**src/rtl/fetch_pkg.sv**
```systemverilog
// Shared types and constants for the fetch/sequence stage: state encoding,
// reserved opcodes and instruction-word field positions.
package fetch_pkg;

  localparam int PC_W_DEF      = 4;
  localparam int REG_SEL_W_DEF = 2;
  localparam int OP_W          = 4;

  typedef enum logic [1:0] {
    ST_IDLE   = 2'd0,
    ST_ISSUE  = 2'd1,
    ST_SETTLE = 2'd2,
    ST_HALTED = 2'd3
  } fetch_state_t;

  localparam logic [OP_W-1:0] OP_NOP    = 4'hF;
  localparam logic [OP_W-1:0] OP_SKIPIF = 4'd9;
  localparam logic [OP_W-1:0] OP_HALT   = 4'd10;

  // Instruction word is {opcode, rd, rs}; positions derived from the select width.
  function automatic int instr_w(input int reg_sel_w);
    return OP_W + 2 * reg_sel_w;
  endfunction

  function automatic int op_lsb(input int reg_sel_w);
    return 2 * reg_sel_w;
  endfunction

  function automatic int rd_lsb(input int reg_sel_w);
    return reg_sel_w;
  endfunction

  localparam int RS_LSB = 0;

endpackage

```
**src/rtl/fetch_sequencer_if.sv**
```systemverilog
// Bus bundle between the fetch sequencer and its controller/decoder side.
// The sequencer connects through the slave modport, the environment through master.
interface fetch_sequencer_if #(
  parameter int PC_W      = 4,
  parameter int REG_SEL_W = 2
);
  localparam int INSTR_W = 4 + 2 * REG_SEL_W;

  logic                 run;
  logic                 wr_en;
  logic [PC_W-1:0]      wr_addr;
  logic [INSTR_W-1:0]   wr_data;
  logic                 skip_in;
  logic                 halt_in;

  logic [3:0]           op_code;
  logic                 op_valid;
  logic [REG_SEL_W-1:0] rd_sel;
  logic [REG_SEL_W-1:0] rs_sel;
  logic [PC_W-1:0]      pc;
  logic                 busy;
  logic                 halted;
  logic                 wr_rej;
  logic [15:0]          retired;

  modport master (
    output run, wr_en, wr_addr, wr_data, skip_in, halt_in,
    input  op_code, op_valid, rd_sel, rs_sel, pc, busy, halted, wr_rej, retired
  );

  modport slave (
    input  run, wr_en, wr_addr, wr_data, skip_in, halt_in,
    output op_code, op_valid, rd_sel, rs_sel, pc, busy, halted, wr_rej, retired
  );

endinterface

```
**src/rtl/fetch_imem.sv**
```systemverilog
// Program memory: register array with one synchronous write port and one
// combinational read port. Contents are deliberately not reset.
module fetch_imem #(
  parameter int PC_W    = 4,
  parameter int INSTR_W = 8
) (
  input  logic               i_clk,
  input  logic               i_we,
  input  logic [PC_W-1:0]    i_wr_addr,
  input  logic [INSTR_W-1:0] i_wr_data,
  input  logic [PC_W-1:0]    i_rd_addr,
  output logic [INSTR_W-1:0] o_rd_data
);

  logic [INSTR_W-1:0] r_mem [2**PC_W];

  always_ff @(posedge i_clk) begin
    if (i_we) begin
      r_mem[i_wr_addr] <= i_wr_data;
    end
  end

  assign o_rd_data = r_mem[i_rd_addr];

endmodule

```
**src/rtl/fetch_sequencer.sv**
```systemverilog
// Instruction fetch/sequence stage: issues one opcode per two cycles and
// advances the PC by 1 or 2 (or halts) from the decoder flags.
// Optional retired-instruction counter is built when FETCH_RETIRE_CNT_EN is defined.
//
// state     | meaning
// ST_IDLE   | after reset; program writes accepted, waits for run
// ST_ISSUE  | opcode of mem[pc] presented, op_valid high
// ST_SETTLE | NOP presented so decoder flags settle; halt/skip sampled at end
// ST_HALTED | decoder requested halt; writes accepted, run restarts at pc 0
module fetch_sequencer
  import fetch_pkg::*;
#(
  parameter int PC_W      = PC_W_DEF,
  parameter int REG_SEL_W = REG_SEL_W_DEF
) (
  input  logic              i_clk,
  input  logic              i_reset,
  fetch_sequencer_if.slave  bus
);

  localparam int INSTR_W = instr_w(REG_SEL_W);
  localparam int OP_LSB  = op_lsb(REG_SEL_W);
  localparam int RD_LSB  = rd_lsb(REG_SEL_W);

  localparam logic [PC_W-1:0] PC_ZERO = '0;
  localparam logic [PC_W-1:0] PC_ONE  = PC_W'(1);
  localparam logic [PC_W-1:0] PC_TWO  = PC_W'(2);

  fetch_state_t         r_state;
  fetch_state_t         w_state_nxt;
  logic [PC_W-1:0]      r_pc;
  logic [PC_W-1:0]      w_pc_nxt;
  logic [3:0]           r_op_code;
  logic                 r_op_valid;
  logic [REG_SEL_W-1:0] r_rd_sel;
  logic [REG_SEL_W-1:0] r_rs_sel;
  logic                 r_busy;
  logic                 r_halted;
  logic                 r_wr_rej;

  logic                 w_idle_like;
  logic                 w_mem_we;
  logic                 w_start;
  logic                 w_wr_reject;
  logic                 w_enter_issue;
  logic [INSTR_W-1:0]   w_rd_data;

  assign w_idle_like = (r_state == ST_IDLE) || (r_state == ST_HALTED);
  assign w_mem_we    = w_idle_like && bus.wr_en;
  // A concurrent write takes precedence, so run is only honoured with wr_en low.
  assign w_start     = w_idle_like && bus.run && !bus.wr_en;
  assign w_wr_reject = !w_idle_like && bus.wr_en;

  fetch_imem #(
    .PC_W    (PC_W),
    .INSTR_W (INSTR_W)
  ) u_imem (
    .i_clk     (i_clk),
    .i_we      (w_mem_we),
    .i_wr_addr (bus.wr_addr),
    .i_wr_data (bus.wr_data),
    .i_rd_addr (w_pc_nxt),
    .o_rd_data (w_rd_data)
  );

  always_comb begin
    w_state_nxt = r_state;
    w_pc_nxt    = r_pc;
    case (r_state)
      ST_IDLE, ST_HALTED: begin
        if (w_start) begin
          w_state_nxt = ST_ISSUE;
          w_pc_nxt    = PC_ZERO;
        end
      end
      ST_ISSUE: begin
        w_state_nxt = ST_SETTLE;
      end
      ST_SETTLE: begin
        if (bus.halt_in) begin
          w_state_nxt = ST_HALTED;
        end else if (bus.skip_in) begin
          w_state_nxt = ST_ISSUE;
          w_pc_nxt    = r_pc + PC_TWO;
        end else begin
          w_state_nxt = ST_ISSUE;
          w_pc_nxt    = r_pc + PC_ONE;
        end
      end
      default: begin
        w_state_nxt = ST_IDLE;
      end
    endcase
  end

  assign w_enter_issue = (w_state_nxt == ST_ISSUE);

  always_ff @(posedge i_clk or posedge i_reset) begin
    if (i_reset) begin
      r_state <= ST_IDLE;
    end else begin
      r_state <= w_state_nxt;
    end
  end

  // Output registers: the read port already addresses the next PC, so the
  // fetched word lands here on the same edge that enters ISSUE.
  always_ff @(posedge i_clk or posedge i_reset) begin
    if (i_reset) begin
      r_pc       <= '0;
      r_op_code  <= OP_NOP;
      r_op_valid <= 1'b0;
      r_rd_sel   <= '0;
      r_rs_sel   <= '0;
      r_busy     <= 1'b0;
      r_halted   <= 1'b0;
      r_wr_rej   <= 1'b0;
    end else begin
      r_pc       <= w_pc_nxt;
      r_op_code  <= w_enter_issue ? w_rd_data[OP_LSB +: 4] : OP_NOP;
      r_op_valid <= w_enter_issue;
      if (w_enter_issue) begin
        r_rd_sel <= w_rd_data[RD_LSB +: REG_SEL_W];
        r_rs_sel <= w_rd_data[RS_LSB +: REG_SEL_W];
      end
      r_busy     <= (w_state_nxt == ST_ISSUE) || (w_state_nxt == ST_SETTLE);
      r_halted   <= (w_state_nxt == ST_HALTED);
      r_wr_rej   <= w_wr_reject;
    end
  end

`ifdef FETCH_RETIRE_CNT_EN
  logic [15:0] r_retired;
  logic        w_retire;

  // Every completed SETTLE retires its instruction; skipped words never reach ISSUE.
  assign w_retire = (r_state == ST_SETTLE);

  always_ff @(posedge i_clk or posedge i_reset) begin
    if (i_reset) begin
      r_retired <= '0;
    end else if (w_start) begin
      r_retired <= '0;
    end else if (w_retire && (r_retired != 16'hFFFF)) begin
      r_retired <= r_retired + 16'd1;
    end
  end

  assign bus.retired = r_retired;
`else
  assign bus.retired = '0;
`endif

  assign bus.op_code  = r_op_code;
  assign bus.op_valid = r_op_valid;
  assign bus.rd_sel   = r_rd_sel;
  assign bus.rs_sel   = r_rs_sel;
  assign bus.pc       = r_pc;
  assign bus.busy     = r_busy;
  assign bus.halted   = r_halted;
  assign bus.wr_rej   = r_wr_rej;

endmodule

```
**src/flat_wrapper.sv**
```systemverilog
// flat-port wrapper written by rule: the top's interface ports become plain ports
module fetch_sequencer_flat import fetch_pkg::*;
#(
  parameter int PC_W      = PC_W_DEF,
  parameter int REG_SEL_W = REG_SEL_W_DEF
)
  (i_clk, i_reset, bus_run, bus_wr_en, bus_wr_addr, bus_wr_data, bus_skip_in, bus_halt_in, bus_op_code, bus_op_valid, bus_rd_sel, bus_rs_sel, bus_pc, bus_busy, bus_halted, bus_wr_rej, bus_retired);
  fetch_sequencer_if #(.PC_W(PC_W), .REG_SEL_W(REG_SEL_W)) bus_i ();
  input  logic i_clk;
  input  logic i_reset;
  input wire logic [$bits(bus_i.run)-1:0] bus_run;
  input wire logic [$bits(bus_i.wr_en)-1:0] bus_wr_en;
  input wire logic [$bits(bus_i.wr_addr)-1:0] bus_wr_addr;
  input wire logic [$bits(bus_i.wr_data)-1:0] bus_wr_data;
  input wire logic [$bits(bus_i.skip_in)-1:0] bus_skip_in;
  input wire logic [$bits(bus_i.halt_in)-1:0] bus_halt_in;
  output wire logic [$bits(bus_i.op_code)-1:0] bus_op_code;
  output wire logic [$bits(bus_i.op_valid)-1:0] bus_op_valid;
  output wire logic [$bits(bus_i.rd_sel)-1:0] bus_rd_sel;
  output wire logic [$bits(bus_i.rs_sel)-1:0] bus_rs_sel;
  output wire logic [$bits(bus_i.pc)-1:0] bus_pc;
  output wire logic [$bits(bus_i.busy)-1:0] bus_busy;
  output wire logic [$bits(bus_i.halted)-1:0] bus_halted;
  output wire logic [$bits(bus_i.wr_rej)-1:0] bus_wr_rej;
  output wire logic [$bits(bus_i.retired)-1:0] bus_retired;
  assign bus_i.run = bus_run;
  assign bus_i.wr_en = bus_wr_en;
  assign bus_i.wr_addr = bus_wr_addr;
  assign bus_i.wr_data = bus_wr_data;
  assign bus_i.skip_in = bus_skip_in;
  assign bus_i.halt_in = bus_halt_in;
  assign bus_op_code = bus_i.op_code;
  assign bus_op_valid = bus_i.op_valid;
  assign bus_rd_sel = bus_i.rd_sel;
  assign bus_rs_sel = bus_i.rs_sel;
  assign bus_pc = bus_i.pc;
  assign bus_busy = bus_i.busy;
  assign bus_halted = bus_i.halted;
  assign bus_wr_rej = bus_i.wr_rej;
  assign bus_retired = bus_i.retired;
  fetch_sequencer #(.PC_W(PC_W), .REG_SEL_W(REG_SEL_W)) u_core (.i_clk(i_clk), .i_reset(i_reset), .bus(bus_i));
endmodule
```
**config.mk**
```make
export PLATFORM = sky130hd
export DESIGN_NAME = fetch_sequencer_flat
export DESIGN_NICKNAME = d
export VERILOG_FILES = /design/src/rtl/fetch_pkg.sv /design/src/rtl/fetch_sequencer_if.sv /design/src/rtl/fetch_imem.sv /design/src/rtl/fetch_sequencer.sv /design/src/flat_wrapper.sv
export SDC_FILE = /design/constraint.sdc
export NUM_CORES = 1
export LEC_CHECK = 0
export CAP_MARGIN = 20
export CORE_UTILIZATION = 43
export DETAILED_ROUTE_END_ITERATION = 12
export DONT_BUFFER_PORTS = 1
export GPL_TIMING_DRIVEN = 0
export PLACE_DENSITY = 0.62
export SYNTH_ARGS = -nofsm -noshare
export SYNTH_HDL_FRONTEND = slang
export SYNTH_SLANG_ARGS = --single-unit
export TNS_END_PERCENT = 50
```
**constraint.sdc**
```tcl
create_clock -name i_clk -period 4.1 [get_ports i_clk]
set_input_delay 0.82 -clock i_clk [delete_from_list [all_inputs] [get_ports i_clk]]
set_output_delay 0.82 -clock i_clk [all_outputs]
set_load 0.005 [all_outputs]
```
==> run metrics, run 1 <==
status complete, no violations; yosys warns 0; largest cells by area after synthesis edfxtp_1, dfrtp_1, mux2i_1; Logic pwr share 24.3%; Synth cell types between 50 and 60; Post-synth EDFFs ~130; number of global-route vias before repair ~3.4k; worst min-delay path category in -> async; Detailed Routing Iterations Pass 1 5; Layout area overhead 14.6%; Final TNS setup 0 ps; Post-Place Setup Slack 958 ps; cell count after synthesis between 400 and 500; most frequent cell after synthesis edfxtp_1; TritonCTS clock tree built; Num Clock Sinks approximately 150; FF-to-FF setup slack 1000 ps; IO Count 50; largest area contributor in the netlist edfxtp_1; Antenna diodes 0; DR vias/cell about 5.5; Final Worst Setup Slack roughly 1000 ps; min Tclk post-route a little over 3000 ps; Final HPWL DP slightly below 9000 microns; Fmax 322 MHz; Die Y 121 microns; Critical R2R Capture u_core.bus.op_code[3]$_DFF_PP1_; Critical Path End u_core.bus.op_code[3]$_DFF_PP1_; vias around 3.5k; Post-Syn Area 6130 sq um; Max-Slew Margin vs Limit 34.9%; nets@finish 465; CTS Buf Count 17; Final GP Congestion roughly 0.84; DRC violations left 0; Clock transition at path regs roughly 60 ps; cts hold-fix bufs 0; non-filler cells, final about 630; Clock Path Buffers 2; Leak Pwr ~2.6 nW; Critical Path End Type flop; net switching power 1.30 mW; Crit. Startpoint u_core.r_state[0]$_DFF_PP0_; register area share after synthesis 70.1%; GRT overflow 0; initial core utilization around 44%; worst vdd ir approximately 0.00038 V; max cap viols 0; final setup fails 0; post-route ant nets 0; Clock Skew approximately 5.3 ps; CP required approximately 4400 ps; # rows 43; RSZ-0062 raised after global routing no; power per standard cell area between 600 and 700 nW/um^2; DR iter-0 viols roughly 330; initial antenna violation count 0; Filler cells approximately 1.2k; Slew Limit Fails 0; reg2reg path depth 11; Final Hold Slack around 440 ps; FF+latch count, synth between 100 and 150; crit share post-route 75.6%; Die X-Extent 121 microns; postcts setup bufs 0; DRT Wirelength roughly 13000 microns; Routed WL per cell roughly 20 microns; Setup CP Type reg -> reg; total number of H-tree levels 4; Arr. time, crit path about 3400 ps; total power between 4 and 5 mW; Switching Fraction around 30%; Core ar. 13900 sq um; FF-to-FF Start u_core.r_state[0]$_DFF_PP0_; crit-path max FO 10; full die area around 15000 sq um; pin count of the biggest net entering global routing 19; ys async rst share about an eighth; worst slew pin tran a little under 1000 ps; global-route wire length before repair 19600 microns; Final Hold Vio Count 0; layout cell share with drive strength beyond 1 between 20% and 30%; CP Launch Type flop; synth cell count leaders edfxtp_1, mux2i_1, nand2_1, nor2_1; Post-Place Cells approximately 600; power share of the sequential group around 40%; Internal slightly above 3 mW; Syn Area/Cell ~15 sq um; top_reg_cell synth edfxtp_1; Synth top area share between 60% and 70%; Root Driver clkbuf_16; CTS resizes 0; PortBufs 0; worst-skew pair later-pin latency around 420 ps; Clock Power Share a little over a third; GRT Util Overall 18.9%
==> logic make-up (layout without fill, tap and decap cells) <==
logic type      count (synthesis)  count (layout)  share of synthesized area (%)
buf+inv                        41              77                           3.92
mux                            45              45                           7.82
fa+ha+maj                       6               6                           1.22
other cells                     1              16                         0.0612
simple gates                   73              73                           5.51
flops                         146             146                           70.1
compound gates                 91              91                           11.3
==> flip-flops by register name, summed over array words and instances, names as in the netlist <==
register	flops
u_core.bus.pc	4
u_core.r_state	2
u_core.bus.halted	1
u_core.bus.busy	1
u_core.bus.rs_sel	2
u_core.bus.wr_rej	1
u_core.u_imem.r_mem	128
u_core.bus.rd_sel	2
u_core.bus.op_code	4
u_core.bus.op_valid	1
==> worst max-delay path, stage by stage, from the launching register on <==
cell and delay (ps):
dfrtp_1 380, inv_1 60, ha_1 280, clkbuf_1 220, a21o_1 290, a21oi_2 380
buf_2 340, buf_2 370, nand2_1 180, o22ai_1 270, a21oi_1 90, a2bb2oi_1 150
==> power groups by stage <==
stage	Clock [mW]	Combinational, mW	Sequential, mW
after floorplan	0	0.794	1.81
after global placement	0	1.04	1.83
after detailed placement	0	1.06	1.84
after CTS	1.55	1.07	1.81
after global routing	1.61	1.17	1.82
final	1.54	1.07	1.81
==> how the worst min path moves through the flow <==
stage | from | endpoint | slack [ps] | cells past startpoint
after CTS | i_reset | u_core.bus.op_valid$_DFF_PP0_ | 460 | 1
after global placement | u_core.bus.rd_sel[0]$_DFFE_PP0P_ | u_core.bus.rd_sel[0]$_DFFE_PP0P_ | 570 | 1
after global routing | bus_wr_data[6] | u_core.u_imem.r_mem[5][6]$_DFFE_PP_ | 470 | 0
after floorplan | u_core.bus.rd_sel[0]$_DFFE_PP0P_ | u_core.bus.rd_sel[0]$_DFFE_PP0P_ | 490 | 1
final | i_reset | u_core.bus.op_valid$_DFF_PP0_ | 440 | 1
after detailed placement | u_core.bus.rd_sel[0]$_DFFE_PP0P_ | u_core.bus.rd_sel[0]$_DFFE_PP0P_ | 580 | 1
==> routing by layer <==
metal	global-route usage [%]	vias to the layer above	wire length, microns
met2	30.4	114	6330
met3	4.98	26	648
met5	0	-	0
li1	-	1610	-
met1	24.0	1714	5610
met4	8.18	0	251
==> per-stage QoR <==
stage               instance area [sq um]  util [%]
global placement                     6410      46.2
CTS                                  7030      50.6
detailed placement                   6440      46.4
global route                         7030      50.6
floorplan                            6190         -
finish                               7030      50.6
==> cell usage in the layout, fill, tap and decap left out, drive strengths merged, types with 14 or more instances in the layout <==
cell type  instances
nand2             25
dfrtp             14
mux2              20
buf               32
edfxtp           128
conb              16
clkbuf            23
a21oi             21
nor2              24
mux2i             25
==> layout make-up <==
| class | count | area (sq um) | share of cell area (%) |
|---|---|---|---|
| Clock buffer | 20 | 447 | 6.36 |
| Timing Repair Buffer | 4 | 27.5 | 0.392 |
| Multi-Input combinational cell | 231 | 1650 | 23.4 |
| Inverter | 10 | 37.5 | 0.534 |
| Sequential cell | 146 | 4300 | 61.2 |
| Clock inverter | 12 | 140 | 1.99 |
| Tap cell | 180 | 225 | 3.21 |
| Buffer | 31 | 203 | 2.89 |
No activity file was read; power rests on OpenSTA's default activity.
==> inputs of run 2 (changes only) <==
clock period = 2.98 ns   (was 4.1 ns; I/O delays follow)
==> run metrics, run 2 (same netlist as run 1, synthesis figures left out) <==
vias ~3.5k; Detailed Routing Iterations Pass 1 7; Num Clock Sinks between 100 and 150; Finished Core Util approximately half; Root Driver clkbuf_16; crit-path cells ha_1, nor2b_1, o211ai_2, a21boi_4, inv_4, buf_6, mux2_4, a222oi_1, o2bb2ai_1, o32a_1; global-route wire length before repair between 15000 and 20000 microns; Post-Place Cells between 600 and 700; pin count of the biggest net entering global routing 19; # rows 43; Leak Pwr between 2 and 3 nW; crit-path max FO 10; layout cell share with drive strength beyond 1 approximately 22%; Final HPWL DP ~9000 microns; Arr. time, crit path about 3100 ps; worst vdd ir between 0.0005 and 0.0006 V; TritonCTS clock tree built; Crit. Startpoint u_core.bus.pc[1]$_DFF_PP0_; power per standard cell area between 800 and 900 nW/um^2; Final Hold Vio Count 0; GRT overflow 0; Die X-Extent 121 microns; CP Launch Type flop; Layout area overhead 15.7%; worst-skew pair later-pin latency approximately 420 ps; Fmax about 350 MHz; Critical Path End Type flop; crit share post-route 94.8%; post-route ant nets 0; Clock Skew approximately 6.5 ps; IO Count 50; initial core utilization 44.2%; Setup CP Type reg -> reg; cts hold-fix bufs 0; non-filler cells, final between 600 and 700; Routed WL per cell between 20 and 25 microns; Die Y between 100 and 150 microns; Final TNS setup 0 ps; DRC violations left 0; max cap viols 0; Antenna diodes 0; Clock transition at path regs 60 ps; DR iter-0 viols ~290; most common cell after layout, fill and taps aside edfxtp_1; final setup fails 0; Critical R2R Capture u_core.bus.rd_sel[0]$_DFFE_PP0P_; CTS Buf Count 17; min Tclk post-route between 2000 and 3000 ps; DR vias/cell between 5 and 6; Final Worst Setup Slack ~160 ps; PortBufs 0; most frequent cells in the layout edfxtp_1, nand2_1, mux2i_1, buf_4, nor2_1; DRT Wirelength around 13000 microns; Critical Path End u_core.bus.rd_sel[0]$_DFFE_PP0P_; most flop-heavy register u_core.u_imem.r_mem; number of global-route vias before repair 3440; Worst path slowest cell dfrtp_2; nets@finish roughly 470; Slew Limit Fails 0; FF-to-FF Start u_core.bus.pc[1]$_DFF_PP0_; CP required between 3000 and 4000 ps; Max-Slew Margin vs Limit between 30% and 40%; total number of H-tree levels 4; CP max stage delay about 490 ps; worst min-delay path category in -> async; number of flip-flops under the largest register name around 130; Final GP Congestion around 0.84; Clock Path Buffers 2; FF-to-FF setup slack between 150 and 200 ps; status complete, no violations; reg2reg path depth 10; Post-Place Setup Slack -99.1 ps; total power approximately 6.1 mW; initial antenna violation count 0; GRT Util Overall around a fifth; Core ar. 13900 sq um; worst slew pin tran 968 ps; full die area 14700 sq um
## run 2: how the worst min path moves through the flow
stage,start,endpoint,slack [ps]
3_5_place_dp,u_core.bus.rd_sel[0]$_DFFE_PP0P_,u_core.bus.rd_sel[0]$_DFFE_PP0P_,580
5_1_grt,bus_wr_data[6],u_core.u_imem.r_mem[2][6]$_DFFE_PP_,250
3_3_place_gp,u_core.bus.rd_sel[0]$_DFFE_PP0P_,u_core.bus.rd_sel[0]$_DFFE_PP0P_,570
4_1_cts,i_reset,u_core.bus.op_valid$_DFF_PP0_,230
6_report,i_reset,u_core.bus.op_valid$_DFF_PP0_,210
2_1_floorplan,u_core.bus.rd_sel[0]$_DFFE_PP0P_,u_core.bus.rd_sel[0]$_DFFE_PP0P_,490
## run 2: worst max-delay path, delay by kind of cell, from the launching register on
kind                     cells  cell delay [ps]
AO/OA/AOI/OAI                5             1220
flip-flops                   1              490
adder cells (fa/ha/maj)      1              310
multiplexers                 1              300
buffers and inverters        2              250
AND/OR/NAND/NOR              1              140
## run 2: through the flow
step / cell area, sq um / hold slack, ps
floorplan: 6190 / 495
global placement: 6410 / 573
detailed placement: 6440 / 576
CTS: 7040 / 232
global route: 7090 / 251
finish: 7090 / 214
## run 2: repair_timing
| action | CTS | global route |
|---|---|---|
| gates resized for setup | 6 | 6 |
| setup buffers | 0 | 3 |
| pin swaps | 2 | 3 |
| endpoints found under the setup margin | 8 | 8 |
## run 2: final cells by class
class	count	area (sq um)
clock buffers	20	447
repair buffers	7	62.6
well taps	180	225
clock inverters	12	140
inverters	10	41.3
fillers	1194	6790
flip-flops and latches	146	4300
multi-input cells	231	1670
plain buffers	30	208
## run 2: routing by layer
metal	vias up	track usage, %	share of wire (%)
met5	-	0	0
met4	0	8.18	1.7
met3	20	4.98	5.1
met2	118	30.5	50
met1	1725	23.9	43
li1	1612	-	-
## run 2: power breakdown
group	total, mW	internal (mW)	switching [mW]
registers	2.49	2.39	0.0918
logic	1.54	0.618	0.926
clock network	2.10	1.32	0.779
==> inputs of run 3 (changes only) <==
ABC_AREA = 0   (was unset)
SETUP_SLACK_MARGIN = 0.5   (was unset)
==> run metrics, run 3 (same netlist as run 1, synthesis figures left out) <==
Finished Core Util between 50% and 60%; Post-Place Setup Slack -342 ps; Die Y 121 microns; Leak Pwr 2.83 nW; Post-Place Cells about 600; reg2reg path depth 10; cts hold-fix bufs 0; vias between 3k and 4k; nets@finish 489; final setup fails 0; Fmax about 360 MHz; Die X-Extent about 120 microns; worst min-delay path category in -> async; GRT overflow 0; full die area between 10000 and 15000 sq um; number of global-route vias before repair between 3k and 4k; Post-Place Cell Area 6440 sq um; initial core utilization between 40 and 50%; GRT Util Overall between 20% and 30%; DRC violations left 0; DRT Wirelength between 10000 and 15000 microns; Final TNS setup 0 ps; total number of H-tree levels 4; Critical Path End Type flop; TritonCTS clock tree built; initial antenna violation count 0; crit-path max FO 8; worst vdd ir ~0.00064 V; layout cell share with drive strength beyond 1 roughly a third; PortBufs 0; Clock Path Buffers 2; Final Hold Vio Count 0; power share of the sequential group between 30% and 40%; crit share post-route 92.0%; Layout area overhead 24.5%; Arr. time, crit path between 3000 and 4000 ps; global-route wire length before repair around 21000 microns; Clock Power Share 31.9%; Antenna diodes 0; Internal just under 5 mW; Crit. Startpoint u_core.bus.pc[1]$_DFF_PP0_; most common cell after layout, fill and taps aside edfxtp_1; Final Worst Setup Slack 240 ps; Filler cells roughly 1.1k; number of flip-flops under the largest register name about 130; pin count of the biggest net entering global routing 19; Clock Skew about 6.5 ps; total power roughly 7 mW; Switching Fraction between 20% and 30%; Core ar. about 14000 sq um; most flop-heavy register u_core.u_imem.r_mem; most frequent cells in the layout edfxtp_1, buf_4, mux2i_1, nand2_1, nor2_1; # rows 43; max cap viols 0; worst-skew pair later-pin latency 420 ps; Final GP Congestion 0.791; CP required between 3000 and 4000 ps; non-filler cells, final 658; CP Launch Type flop; Final HPWL DP between 9000 and 10000 microns; post-route ant nets 0; Root Driver clkbuf_16; Slew Limit Fails 0; cell area after layout 7630 sq um; Routed WL per cell 21.5 microns; Setup CP Type reg -> reg; power per standard cell area between 800 and 900 nW/um^2; Logic pwr share between 30% and 40%; FF-to-FF setup slack ~240 ps; Final Hold Slack approximately 220 ps; status complete, no violations; Max-Slew Margin vs Limit 39.7%; Clock transition at path regs roughly 60 ps; min Tclk post-route 2740 ps; worst slew pin tran 901 ps; net switching power between 2 and 2.5 mW; Num Clock Sinks between 100 and 150; IO Count 50; DR iter-0 viols around 280; CTS Buf Count 17; Detailed Routing Iterations Pass 1 5; RSZ-0062 raised after global routing yes; DR vias/cell about 5.6; FF-to-FF Start u_core.bus.pc[1]$_DFF_PP0_
-- run 3: final cells by class --
cell class / count / area [sq um] / area share, %
Clock buffer: 20 / 437 / 5.72
Multi-Input combinational cell: 231 / 1910 / 25.1
Buffer: 31 / 268 / 3.51
Tap cell: 180 / 225 / 2.95
Clock inverter: 12 / 164 / 2.15
Timing Repair Buffer: 28 / 277 / 3.62
Sequential cell: 146 / 4300 / 56.3
Inverter: 10 / 47.5 / 0.623
-- run 3: power by group through the flow --
stage	sequential [mW]	clock, mW	combinational, mW
6_report	2.50	2.18	2.17
5_1_grt	2.51	2.29	2.32
4_1_cts	2.50	2.19	1.87
2_1_floorplan	2.50	0	1.09
3_5_place_dp	2.53	0	1.49
3_3_place_gp	2.52	0	1.46
-- run 3: path summary, 6_finish.rpt --
check / end
worst min register to register: u_core.bus.rd_sel[0]$_DFFE_PP0P_
worst max-delay path: u_core.bus.rd_sel[0]$_DFFE_PP0P_
max in group asynchronous: u_core.bus.pc[1]$_DFF_PP0_
min in group i_clk: u_core.u_imem.r_mem[11][1]$_DFFE_PP_
worst max register to register: u_core.bus.rd_sel[0]$_DFFE_PP0P_
worst min-delay path: u_core.bus.busy$_DFF_PP0_
-- run 3: layer usage --
| metal | wire [microns] | vias up | track usage [%] |
|---|---|---|---|
| li1 | - | 1654 | - |
| met1 | 5860 | 1842 | 25.6 |
| met2 | 7020 | 162 | 32.6 |
| met3 | 940 | 26 | 5.12 |
| met4 | 296 | 0 | 8.64 |
| met5 | 0 | - | 0 |
-- run 3: critical path, stage by stage, from the launching register on --
cell	delay (ps)
dfrtp_2	490
ha_4	240
nor2b_1	130
o211ai_2	190
a21boi_4	260
inv_4	80
buf_8	140
mux2_4	290
a222oi_1	380
o2bb2ai_1	130
o32a_1	300
-- run 3: timing repair --
action,in CTS,in global routing
pin swaps,12,18
cloned,1,1
resized for setup,40,48
setup buffers,15,7
setup endpoints to repair,53,46
